## src/rtl/gpio_amm_master.sv

```systemverilog
// gpio_amm_master
//   Avalon-MM initiator. Accepts one read or write command at a time on a
//   valid/ready command port and runs it as a single Avalon-MM transfer.
//   It handles waitrequest stalls and variable read latency via readdatavalid.
//   One response is returned per command. A per-phase timeout guarantees that
//   response even if the responder hangs.
//
// Ports
//   clk_i, rst_i          clock, synchronous active-high reset
//   cmd_valid_i/ready_o   command handshake
//   cmd_write_i           1 = write, 0 = read
//   cmd_address_i         target word address
//   cmd_writedata_i       write data
//   rsp_valid_o/ready_i   response handshake
//   rsp_readdata_o        read data (0 for writes and timeouts)
//   rsp_timeout_o         transfer aborted by timeout
//   amm_*                 Avalon-MM master signals

module gpio_amm_master #(
    parameter int unsigned AMM_WIDTH  = 8,
    parameter int unsigned ADDR_WIDTH = 4,
    parameter int unsigned TIMEOUT    = 16
) (
    input  logic                  clk_i,
    input  logic                  rst_i,

    input  logic                  cmd_valid_i,
    output logic                  cmd_ready_o,
    input  logic                  cmd_write_i,
    input  logic [ADDR_WIDTH-1:0] cmd_address_i,
    input  logic [AMM_WIDTH-1:0]  cmd_writedata_i,

    output logic                  rsp_valid_o,
    input  logic                  rsp_ready_i,
    output logic [AMM_WIDTH-1:0]  rsp_readdata_o,
    output logic                  rsp_timeout_o,

    output logic [ADDR_WIDTH-1:0] amm_address_o,
    output logic                  amm_write_o,
    output logic [AMM_WIDTH-1:0]  amm_writedata_o,
    output logic                  amm_read_o,
    input  logic                  amm_waitrequest_i,
    input  logic [AMM_WIDTH-1:0]  amm_readdata_i,
    input  logic                  amm_readdatavalid_i
);

    localparam int unsigned     CNT_W    = $clog2(TIMEOUT + 1);
    localparam logic [CNT_W-1:0] CNT_LAST = CNT_W'(TIMEOUT - 1);

    typedef enum logic [2:0] {
        StIdle,
        StWr,
        StRd,
        StRdWait,
        StResp
    } state_e;

    state_e                r_state, w_state_d;
    logic [ADDR_WIDTH-1:0] r_addr, w_addr_d;
    logic [AMM_WIDTH-1:0]  r_wdata, w_wdata_d;
    logic [AMM_WIDTH-1:0]  r_rdata, w_rdata_d;
    logic                  r_timeout, w_timeout_d;
    logic [CNT_W-1:0]      r_cnt, w_cnt_d;

    logic                  w_cmd_ready;
    logic                  w_at_limit;

    assign w_cmd_ready = (r_state == StIdle) && !rst_i;
    // Last cycle of the current wait phase; absent completion here means abort.
    assign w_at_limit  = (r_cnt == CNT_LAST);

    always_comb begin
        w_state_d   = r_state;
        w_addr_d    = r_addr;
        w_wdata_d   = r_wdata;
        w_rdata_d   = r_rdata;
        w_timeout_d = r_timeout;
        w_cnt_d     = r_cnt;

        unique case (r_state)
            StIdle: begin
                if (cmd_valid_i && w_cmd_ready) begin
                    w_addr_d    = cmd_address_i;
                    w_wdata_d   = cmd_writedata_i;
                    w_rdata_d   = '0;
                    w_timeout_d = 1'b0;
                    w_cnt_d     = '0;
                    w_state_d   = cmd_write_i ? StWr : StRd;
                end
            end
            StWr: begin
                w_cnt_d = r_cnt + CNT_W'(1);
                // Completion is checked first so it wins over a coinciding timeout.
                if (!amm_waitrequest_i) begin
                    w_rdata_d   = '0;
                    w_timeout_d = 1'b0;
                    w_state_d   = StResp;
                end else if (w_at_limit) begin
                    w_rdata_d   = '0;
                    w_timeout_d = 1'b1;
                    w_state_d   = StResp;
                end
            end
            StRd: begin
                w_cnt_d = r_cnt + CNT_W'(1);
                if (!amm_waitrequest_i) begin
                    w_cnt_d   = '0;
                    w_state_d = StRdWait;
                end else if (w_at_limit) begin
                    w_rdata_d   = '0;
                    w_timeout_d = 1'b1;
                    w_state_d   = StResp;
                end
            end
            StRdWait: begin
                w_cnt_d = r_cnt + CNT_W'(1);
                if (amm_readdatavalid_i) begin
                    w_rdata_d   = amm_readdata_i;
                    w_timeout_d = 1'b0;
                    w_state_d   = StResp;
                end else if (w_at_limit) begin
                    w_rdata_d   = '0;
                    w_timeout_d = 1'b1;
                    w_state_d   = StResp;
                end
            end
            StResp: begin
                // Response fields are untouched here, so stray beats cannot alter them.
                if (rsp_ready_i) begin
                    w_state_d = StIdle;
                end
            end
            default: begin
                w_state_d = StIdle;
            end
        endcase
    end

    always_ff @(posedge clk_i) begin
        if (rst_i) begin
            r_state   <= StIdle;
            r_addr    <= '0;
            r_wdata   <= '0;
            r_rdata   <= '0;
            r_timeout <= 1'b0;
            r_cnt     <= '0;
        end else begin
            r_state   <= w_state_d;
            r_addr    <= w_addr_d;
            r_wdata   <= w_wdata_d;
            r_rdata   <= w_rdata_d;
            r_timeout <= w_timeout_d;
            r_cnt     <= w_cnt_d;
        end
    end

    assign cmd_ready_o     = w_cmd_ready;
    assign rsp_valid_o     = (r_state == StResp);
    assign rsp_readdata_o  = r_rdata;
    assign rsp_timeout_o   = r_timeout;
    assign amm_address_o   = r_addr;
    assign amm_writedata_o = r_wdata;
    assign amm_write_o     = (r_state == StWr);
    assign amm_read_o      = (r_state == StRd);

endmodule

```

## config.mk

```make
export PLATFORM = sky130hd
export DESIGN_NAME = gpio_amm_master
export DESIGN_NICKNAME = d
export VERILOG_FILES = /design/src/rtl/gpio_amm_master.sv
export SDC_FILE = /design/constraint.sdc
export NUM_CORES = 1
export LEC_CHECK = 0
export CAP_MARGIN = 20
export CORE_MARGIN = 8
export CORE_UTILIZATION = 42
export CTS_CLUSTER_DIAMETER = 120
export DETAILED_ROUTE_END_ITERATION = 10
export HOLD_SLACK_MARGIN = 0.06
export PLACE_DENSITY_LB_ADDON = 0.1
export REMOVE_ABC_BUFFERS = 1
export SLEW_MARGIN = 30
export SYNTH_ARGS = -nofsm -noshare
export SYNTH_HDL_FRONTEND = slang
export SYNTH_SLANG_ARGS = --single-unit
```

## constraint.sdc

```tcl
create_clock -name clk_i -period 2.5 [get_ports clk_i]
set_input_delay 0.375 -clock clk_i [delete_from_list [all_inputs] [get_ports clk_i]]
set_output_delay 0.375 -clock clk_i [all_outputs]
set_load 0.01 [all_outputs]
```

# Word level (Yosys, flattened, before mapping)
# Cells that the tools add are included.
dict set report op_classes {
  add_sub_neg 1
  multipliers 0
  div 0
  magnitude_cmp 0
  eq_ne 8
  n_shift 0
  muxes 23
  bitwise_logic 0
  reduce_logical 11
}
# op n
set op_table {}
lappend op_table {{$mux W8} 5}
lappend op_table {{$pmux W8 S4} 1}
lappend op_table {{$mux W3} 6}
lappend op_table {{$pmux W3 S5} 1}
lappend op_table {{$pmux W5 S3} 1}
lappend op_table {{$mux W5} 2}
lappend op_table {{$eq A3 B2 Y1 const B} 2}
lappend op_table {{$ne A2 B1 Y1 const B} 3}
lappend op_table {{$reduce_and A2 Y1} 3}
lappend op_table {{$add A5 B1 Y5 const B} 1}
lappend op_table {{$eq A5 B4 Y1 const B} 1}
lappend op_table {{$mux W1} 5}
lappend op_table {{$pmux W1 S4} 1}
lappend op_table {{$reduce_bool A4 Y1} 1}
lappend op_table {{$eq A3 B1 Y1 const B} 1}
lappend op_table {{$eq A3 B3 Y1 const B} 1}
lappend op_table {{$logic_not A3 Y1} 1}
lappend op_table {{$reduce_and A3 Y1} 1}
lappend op_table {{$reduce_bool A3 Y1} 1}
lappend op_table {{$logic_and A1 B1 Y1} 2}
lappend op_table {{$mux W2} 1}
lappend op_table {{$reduce_or A2 Y1} 1}
lappend op_table {{$logic_not A1 Y1} 1}
dict set report word_totals {
  register_bits 29
  latchBits 0
  mem_bits_rw 0
  romBits 0
  inputBits 27
  out_inout_bits 25
  word_cells 49
  mem_count 0
}

# Longest topological paths before layout
dict set report logic_depth {
  ltp_word 5
  mapped_depth 7
}

# Least setup slack after synthesis
# Ideal clock, no wire load.
dict set report synth_path {
  path_type {flip-flop to flip-flop}
  startpoint {reg r_cnt[0]}
  endpoint {reg r_rdata[1] (netlist: rsp_readdata_o[1])}
  setup_ns 0.061
  arrival_time_ns 1.844
  slack_ns 0.595
  path_stages_with_launch 8
  period_less_slack_ns 1.905
  path_cell_list {dfxtp_1 > ha_1 > and3_1 > ha_1 > or2_1 > a311o_1 > a21oi_2 > a22o_1}
}
dict set report synth_between {
  elab_chain_len 4
  word_cells_on_any_way 6
  classes_between {1 x eq/ne; 5 x mux}
}
# element line
set synth_lines {}
lappend synth_lines {{start, declared} 63} ;# logic [CNT_W-1:0] r_cnt, w_cnt_d;
lappend synth_lines {{start signal, assigned} 153} ;# r_cnt <= w_cnt_d;
lappend synth_lines {{$eq A5 B4 Y1 *} 70} ;# assign w_at_limit = (r_cnt == CNT_LAST);
lappend synth_lines {{$mux W8 *} --}
lappend synth_lines {{$mux W8, on equally long branches} --}
lappend synth_lines {{$pmux W8 S4 *} --}
lappend synth_lines {{end signal, assigned} 151} ;# r_rdata <= w_rdata_d;
lappend synth_lines {{end, declared} 61} ;# logic [AMM_WIDTH-1:0] r_rdata, w_rdata_d;
# Every way passes the cells marked *; elsewhere a longest branch is shown, timed or not. The select of a mux whose other input is x is not followed.
# A chain may end at the register's enable or synchronous reset.

# Worst setup path after layout
dict set report layout_path {
  startpoint {reg r_state[2]}
  endpoint {out rsp_valid_o}
}
dict set report layout_between {
  elab_chain_len 1
}
# element line
set layout_lines {}
lappend layout_lines {{start, declared} 58} ;# state_e r_state, w_state_d;
lappend layout_lines {{start signal, assigned} 141} ;# r_state <= StIdle;
lappend layout_lines {{start signal, assigned} 148} ;# r_state <= w_state_d;
lappend layout_lines {{$eq A3 B3 Y1} 158} ;# assign rsp_valid_o = (r_state == StResp);
lappend layout_lines {{end, declared} 33} ;# output logic rsp_valid_o,
# No other way between the ends.

==> flow_metrics.py <==
metrics = {
    "synth": {
        "avgSynthCellArea_um2": 8.59,
        "synthDistinctLibCells": 36,
        "synth_edf_count": 0,
        "synthFlopType": "dfxtp_1",
        "yosysSeqAreaShare_pct": 44.1,
        "ys_ff_latch": 29,
        "synth_cells": 153,
        "netlist.top_cell.by_area": "dfxtp_1",
        "yosysWarnings": 0,
        "synth-async-reset-ratio_pct": 0,
        "netlist.area_leader.share_pct": 44.1,
        "synth.area.top_cells": "dfxtp_1 (44%), nand2b_1 (8.1%), a22o_1 (5.3%), o21ai_0 (5.3%), nand2_1 (4.3%)",
        "synth_area_um2": 1320,
    },
    "pwr": {
        "internal_power_mw": 0.865,
        "power_frac_seq_pct": 43.9,
        "leakage_nw": 0.716,
        "clkPwrFrac_pct": 34.4,
        "switchingPower_mw": 0.308,
        "p_sw_share_pct": 26.2,
        "power.density_nw_per_um2": 599,
        "total_power_mw": 1.17,
        "peakVddDrop_mv": 0.459,
        "pwr-share-comb_pct": 21.7,
    },
    "worst_setup_path": {
        "r2r_cells": 7,
        "crit_buf_inv": 1,
        "arrival_ns": 1.83,
        "cp.depth": 2,
        "critical_path.top_delay_family": "flip-flops",
        "cp_cell_sequence": "and2_1, clkdlybuf4s50_1",
        "critPathKind": "reg -> out",
        "crit_required_ns": 2.12,
        "worstSetupStartpointType": "flop",
        "worst_path_largest_cell_delay_ns": 0.73,
        "worst-path-max-fanout": 16,
        "slowest_stage": "dfxtp_1",
        "critPathCaptureType": "primary output",
    },
    "route": {
        "routed-via-count": 1267,
        "viasPerCell": 5.05,
        "first_iter_violations": 95,
        "drc": 0,
        "ant_nets": 0,
        "wl_per_cell_um": 13.7,
        "dr.pass1.iters": 4,
        "wl_um": 3440,
    },
    "clock_network": {
        "cts_buffers": 5,
        "cts_resized": 0,
        "clock-sinks": 29,
        "htree_levels": 2,
        "path_clk_slew_ns": 0.10,
        "clk_path_buf_depth": 2,
        "cts_hold_buf": 0,
        "clock_latency_ns": 0.32,
        "cts_tree": "done",
        "cts_setup_buffers": 0,
        "clockRootBuffer": "clkbuf_4",
    },
    "global_route": {
        "track_usage_pct": 13.7,
        "grt_pass1_wl_um": 5730,
        "grt_max_degree": 25,
        "use_met1_pct": 15.6,
        "overflow": 0,
        "first_global_vias": 1225,
        "busiest_layer": "met2",
        "antenna_found_initial": 0,
        "met3_usage_pct": 7.16,
        "use_met2_pct": 21.3,
    },
    "timing": {
        "finalMaxSlewViolations": 0,
        "hold_violations": 0,
        "rsz0062_at_grt": "false",
        "fin_tns_setup_ns": 0,
        "max_clock_freq_ghz": 0.453,
        "fin_skew_ns": 0.0110,
        "tightestPinTransition_ns": 0.700,
        "slew_headroom_pct": 53.0,
        "period_minus_slack_ns": 2.21,
        "setup_viol": 0,
        "period_share_pct": 88.3,
    },
    "cells_and_area": {
        "n_antenna_cell": 0,
        "final_cell_mix": "clkdlybuf4s50_1 (51), dfxtp_1 (29), nand2b_1 (17)",
        "nets": 235,
        "layout-drive-gt1-share_pct": 7.73,
        "syn2layout_area_growth_pct": 49.0,
        "final_common_cell": "clkdlybuf4s50_1",
    },
    "placed_design": {
        "finalWeightedCongestion": 0.779,
        "place_hpwl_um": 2540,
        "place.port_buffers": 51,
    },
    "hold_path": {
        "hold_path_depth": 2,
        "min_path_type": "reg -> reg",
    },
    "floorplan": {
        "initial_utilization_pct": 43.4,
        "dieArea_um2": 5180,
        "core_region_area_um2": 3030,
        "pin_count": 52,
        "fp.dieH_um": 72.0,
        "row_count": 20,
        "die_w_um": 72.0,
    },
    "job": {
        "max-cap-violations": 0,
    },
    "status": {
        "status": "complete, no violations",
    },
}
==> Yosys cell counts, types with 2 or more instances <==
cell type  number
a22oi_1         2
ha_1            2
nand2b_1       17
dfxtp_1        29
a21oi_2         2
o21ai_0        14
or3_1           2
nand2_1        15
nor3_1          8
a211oi_1        2
a21oi_1        10
clkbuf_1        5
inv_1           4
a22o_1          8
buf_2           2
nor2_1         11
==> per-stage QoR <==
step	util (%)	std cells	setup slack [ns]	instance area, µm²	hold WS (ns)
after floorplan	-	144	0.595	1270	0.434
after global placement	61.9	243	0.488	1870	0.459
after detailed placement	61.9	243	0.413	1870	0.464
after CTS	64.7	251	0.279	1960	0.479
after global routing	64.7	251	0.174	1960	0.495
final	64.7	251	0.291	1960	0.475
==> final timing paths <==
path                 startpoint                 end  slack, ns
max reg2reg            r_cnt[0]   rsp_readdata_o[7]       0.41
max                  r_state[2]         rsp_valid_o       0.29
min          amm_writedata_o[3]  amm_writedata_o[3]       0.48
min reg2reg  amm_writedata_o[3]  amm_writedata_o[3]       0.48
==> worst min-delay path: cells and delay by family (launching register included) <==
| family | cells | cell delay [ns] |
|---|---|---|
| AOI/OAI and AO/OA | 1 | 0.06 |
| and+or+nand+nor | 1 | 0.06 |
| DFF | 1 | 0.32 |
==> sequential cells by signal, summed over array words and instances (netlist names) <==
signal	cells
rsp_timeout_o	1
amm_address_o	4
amm_writedata_o	8
r_state	3
rsp_readdata_o	8
r_cnt	5
==> power by group through the flow <==
stage	clock, mW	combinational [mW]	sequential (mW)
final	0.404	0.255	0.515
after CTS	0.412	0.258	0.515
after global routing	0.431	0.282	0.520
after detailed placement	0	0.254	0.525
after floorplan	0	0.101	0.538
after global placement	0	0.251	0.524
==> layout make-up <==
class	count	area (µm²)
multi-input cells	111	683
fillers	260	1070
clock inverters	1	30.0
inverters	4	15.0
flip-flops and latches	29	581
repair buffers	55	541
well taps	44	55.1
clock buffers	7	55.1
==> metal layers <==
layer | part of all wire (%) | vias to the layer above
met1 | 44 | 574
met3 | 9.9 | 4
met5 | 0 | -
met4 | 1.1 | 0
met2 | 45 | 42
li1 | - | 647
==> logic make-up after synthesis <==
logic type      Yosys count  share of synthesized area [%]
compound gates           48                           25.2
fa+ha+maj                 2                           1.90
buf+inv                  13                           4.57
flops                    29                           44.1
simple gates             61                           24.2
Power figures use the tool's default switching activity.
